`config.mk`:
```
export PLATFORM = sky130hd
export DESIGN_NAME = pwm_dac
export DESIGN_NICKNAME = d
export VERILOG_FILES = /design/src/rtl/pwm_dac.sv
export SDC_FILE = /design/constraint.sdc
export NUM_CORES = 1
export LEC_CHECK = 0
export ABC_AREA = 1
export CAP_MARGIN = 20
export CORE_AREA = 2 2 60 62
export DETAILED_ROUTE_END_ITERATION = 7
export DIE_AREA = 0 0 62 64
export PLACE_DENSITY = 0.76
export SKIP_LAST_GASP = 1
export SLEW_MARGIN = 25
export SYNTH_ARGS = -nofsm -noshare
export SYNTH_HDL_FRONTEND = slang
export SYNTH_SLANG_ARGS = --single-unit
export TNS_END_PERCENT = 10
```
`constraint.sdc`:
```
create_clock -name clk -period 2.7 [get_ports clk]
set_input_delay 0.81 -clock clk [delete_from_list [all_inputs] [get_ports clk]]
set_output_delay 0.81 -clock clk [all_outputs]
set_load 0.01 [all_outputs]
```
`src/rtl/pwm_dac.sv`:
```
// PWM output stage: rounds/saturates multiplier products to a W-bit duty code
// and drives a free-running PWM whose duty only changes at period boundaries.
module pwm_dac #(
  parameter int M = 12,
  parameter int W = 8
) (
  input  logic             clk,
  input  logic             rst,
  input  logic [2*M-1:0]   prod_in,
  input  logic             prod_valid,
  output logic             pwm_out,
  output logic [W-1:0]     duty,
  output logic             period_start,
  output logic             overrun
);

  logic [W-1:0] cnt_q, cnt_d;
  logic [W-1:0] pending_q, pending_d;
  logic         pending_full_q, pending_full_d;
  logic [W-1:0] duty_q, duty_d;
  logic         pwm_q, pwm_d;
  logic         period_start_q, period_start_d;
  logic         overrun_q, overrun_d;

  logic [W:0]   code_wide_s;
  logic [W-1:0] code_s;
  logic         wrap_s;

  // Round half up on the first discarded bit; only the all-ones top slice can overflow.
  always_comb begin
    code_wide_s = {1'b0, prod_in[2*M-1 -: W]} + {{W{1'b0}}, prod_in[2*M-W-1]};
    if (code_wide_s[W]) begin
      code_s = {W{1'b1}};
    end else begin
      code_s = code_wide_s[W-1:0];
    end
  end

  always_comb begin
    wrap_s         = (cnt_q == {W{1'b1}});
    cnt_d          = cnt_q + {{(W-1){1'b0}}, 1'b1};
    pending_d      = pending_q;
    pending_full_d = pending_full_q;
    duty_d         = duty_q;
    overrun_d      = 1'b0;

    if (wrap_s) begin
      // A strobe landing on the wrap edge bypasses the pending buffer entirely.
      if (prod_valid) begin
        duty_d         = code_s;
        pending_full_d = 1'b0;
      end else if (pending_full_q) begin
        duty_d         = pending_q;
        pending_full_d = 1'b0;
      end else begin
        duty_d         = duty_q;
      end
    end else begin
      if (prod_valid) begin
        pending_d      = code_s;
        pending_full_d = 1'b1;
        overrun_d      = pending_full_q;
      end else begin
        pending_d      = pending_q;
      end
    end

    // Outputs are registered from next-state values so they line up with cnt.
    pwm_d          = (cnt_d < duty_d);
    period_start_d = (cnt_d == {W{1'b0}});
  end

  always_ff @(posedge clk or posedge rst) begin
    if (rst) begin
      cnt_q          <= {W{1'b0}};
      pending_q      <= {W{1'b0}};
      pending_full_q <= 1'b0;
      duty_q         <= {W{1'b0}};
      pwm_q          <= 1'b0;
      period_start_q <= 1'b0;
      overrun_q      <= 1'b0;
    end else begin
      cnt_q          <= cnt_d;
      pending_q      <= pending_d;
      pending_full_q <= pending_full_d;
      duty_q         <= duty_d;
      pwm_q          <= pwm_d;
      period_start_q <= period_start_d;
      overrun_q      <= overrun_d;
    end
  end

  assign pwm_out      = pwm_q;
  assign duty         = duty_q;
  assign period_start = period_start_q;
  assign overrun      = overrun_q;

endmodule
```
==> results_dict.tcl <==
set metrics [dict create \
    outcome "finished clean" \
    fin_crit_sh_pct 95.4 \
    rr_startpoint "cnt_q[0]" \
    crit_path_end_kind "flip-flop" \
    worst_pin_slew_ns 0.343 \
    clk_latency_ns 0.33 \
    instances_no_fill 276 \
    wl_met1_mm 1.53 \
    drc 0 \
    drive_above_1_share_pct 21.3 \
    cp-startpoint "prod_in[19]" \
    antenna_found_initial 0 \
    synth_top_area_share_pct 44.3 \
    max_cap_viol_count 0 \
    startpoint_type "input pin" \
    min-delay-start "pending_q[3]" \
    skew_ns 0.0125 \
    cts.sinks 28 \
    dpl.hpwl_mm 2.35 \
    grt_remaining_overflow 0 \
    p_leak_nw 1.05 \
    die_y_um 64 \
    critPathBufInv 4 \
    syn_area_sq_um 1580 \
    r2r.worst_path.cells 13 \
    avgSynthCellArea_sq_um 8.37 \
    highest_layer "met3" \
    ys_warn_count 0 \
    io_buffers 22 \
    regToRegEndpoint "pwm_out" \
    relSlewSlack_pct 77.1 \
    cpPeakStageDelay_ns 0.51 \
    power_density_nw_per_um2 390 \
    synth-seq-area-share_pct 44.3 \
    avgRoutedWirePerCell_um 11.1 \
    htreeDepth 1 \
    initial_core_util_pct 48.2 \
    placedCellCount 272 \
    synth.most_common_cell "nand2_1" \
    routed-wl-met2_mm 1.43 \
    grt_pass1_vias 1320 \
    synth_edf_count 0 \
    finalHoldViolations 0 \
    r2r_slack_ns 0.34 \
    crit_family "buffers and inverters" \
    critPathMaxFanout 3 \
    die_w_um 62 \
    fin_ws_ns 0.124 \
    fin_nets 269 \
    avgViaCountPerCell 4.82 \
    netlist_top_cells_area "dfrtp_1 44%, nand2_1 11%, ha_1 8.7%" \
    area_delta_synth_final_pct 31.1 \
    cp.required_ns 2.96 \
    syn-num-nets 227 \
    fmaxAchievable_mhz 388 \
    worst_path_max_delay_cell "clkdlybuf4s50_1" \
    grt_pass1_wl_mm 5.49 \
    final-setup-viol-count 0 \
    grtUsageTotal_pct 18.2 \
    min_to "pending_q[3]" \
    cts_setup_buffers 0 \
    ys.flop_type "dfrtp_1" \
    path_class "in2reg" \
    routed_wl_mm 3.08 \
    clock_path_buffers 2 \
    worstPathArrival_ns 2.84 \
    synth_top_cell_by_area "dfrtp_1" \
    num_antenna_cells 0 \
    firstDrtPassIters 4 \
    dieArea_sq_um 3970 \
    route.vias.total 1330 \
    async_reset_ff_share_pct 100 \
    drtAntennaViolNets 0 \
    root_buffer "clkbuf_4" \
    synth.distinct_cells 30 \
    slew_violations 0 \
    wl_met3_um 114 \
    path_cells "clkdlybuf4s50_1, inv_1, nor2_4, nand2_2, buf_4, nand3_1, o22ai_1, nand2_1, o21a_2, inv_1, ha_1, a21oi_1, nand2_1, a21oi_2" \
    grt_max_degree 29 \
    io_pins 38 \
    vdd_drop_max_mv 0.193 \
    min_path_cells 2 \
    place.gp.congestion 0.783 \
    hold_class "reg2reg" \
    clk_pin_slew_worst_paths_ns 0.15 \
    synthCells 189 \
    synthTopCellsByCount "47 x nand2_1, 28 x dfrtp_1, 28 x inv_1, 12 x o21ai_0, 11 x ha_1" \
    drt_iter0_drc 56 \
    rows 21 \
    period_minus_slack_ns 2.58 \
    ys_seq_elements 28 \
    ctsHoldBuffers 0 \
    cts_buffers 3 \
    core_area_sq_um 3280 \
    tritoncts "built" \
    grt_setup_unrepaired "no" \
    place_ws_ns -0.597 \
]
worst max path at each step:
stage                     slack [ns]  cells past startpoint  endpoint
after global routing            0.02                     13   pwm_out
after detailed placement       -0.60                     16   pwm_out
after floorplan                 0.10                     17   pwm_out
final                           0.12                     14   pwm_out
after global placement         -0.56                     16   pwm_out
after CTS                       0.01                     14   pwm_out
logic make-up after synthesis:
kind of cell | synth area share (%)
simple gates | 22.7
compound gates | 12.5
buf+inv | 8.54
flops | 44.3
fa+ha+maj | 8.70
xor+xnor | 3.32
through the flow:
step                      hold WS (ns)  power (mW)  TNS [ns]  utilization (%)  area, sq um
after floorplan                  0.442       0.494         0                -         1580
after global placement           0.454       0.540    -0.654             60.0         1970
after detailed placement         0.460       0.542    -0.717             60.0         1970
after CTS                        0.495       0.816         0             62.7         2060
after global routing             0.515       0.848         0             63.2         2070
final                            0.492       0.810         0             63.2         2070
power breakdown:
group / total [mW] / internal (mW) / switching (mW)
sequential: 0.438 / 0.432 / 0.00539
clock: 0.272 / 0.150 / 0.122
combinational: 0.0999 / 0.0486 / 0.0513
metal layers:
| layer | global-route usage (%) | vias up |
|---|---|---|
| met3 | 2.43 | 0 |
| met4 | 5.59 | 0 |
| met1 | 26.0 | 606 |
| li1 | - | 698 |
| met5 | 0 | - |
| met2 | 28.4 | 26 |
worst min-delay path, delay by kind of cell (launching register included):
family / cells / cell delay (ns)
flops: 1 / 0.37
simple gates: 2 / 0.10
cells in the final DEF, fill, tap and decap left out, types with 2 or more instances in the layout:
cell             count
dfrtp_1             28
nor2_1               8
nand2_1             46
nand2_4              2
nor2_2               3
nor3_1               2
dlymetal6s2s_1       2
nand4_1              3
buf_4               17
xor2_1               5
nand3_1              7
nor2_4               2
clkbuf_4             3
o21ai_1              4
ha_1                 9
o21ai_0              9
clkbuf_2             2
ha_4                 2
inv_1               27
o22ai_1              5
o21a_2               4
a21oi_2              3
o21ai_2              3
a21oi_1              4
nand2_2              2
clkdlybuf4s50_1     18
flip-flops by register name, summed over array words and instances (netlist names):
| register | flops |
|---|---|
| duty | 8 |
| pending_q | 8 |
| pwm_out | 1 |
| overrun | 1 |
| period_start | 1 |
| cnt_q | 8 |
| pending_full_q | 1 |
final cells by class:
cell class	instances	area, sq um
fillers	280	1210
multi-input cells	129	802
flip-flops and latches	28	701
repair buffers	39	343
inverters	30	119
well taps	46	57.6
clock inverters	1	30.0
clock buffers	3	22.5
repair_timing:
item | in CTS | in global routing
hold endpoints to repair | 0 | 0
cloned | 0 | 0
endpoints found under the setup margin | 1 | 1
pin swaps | 2 | 5
resized for setup | 12 | 12
(Power assumes the default switching activity.)
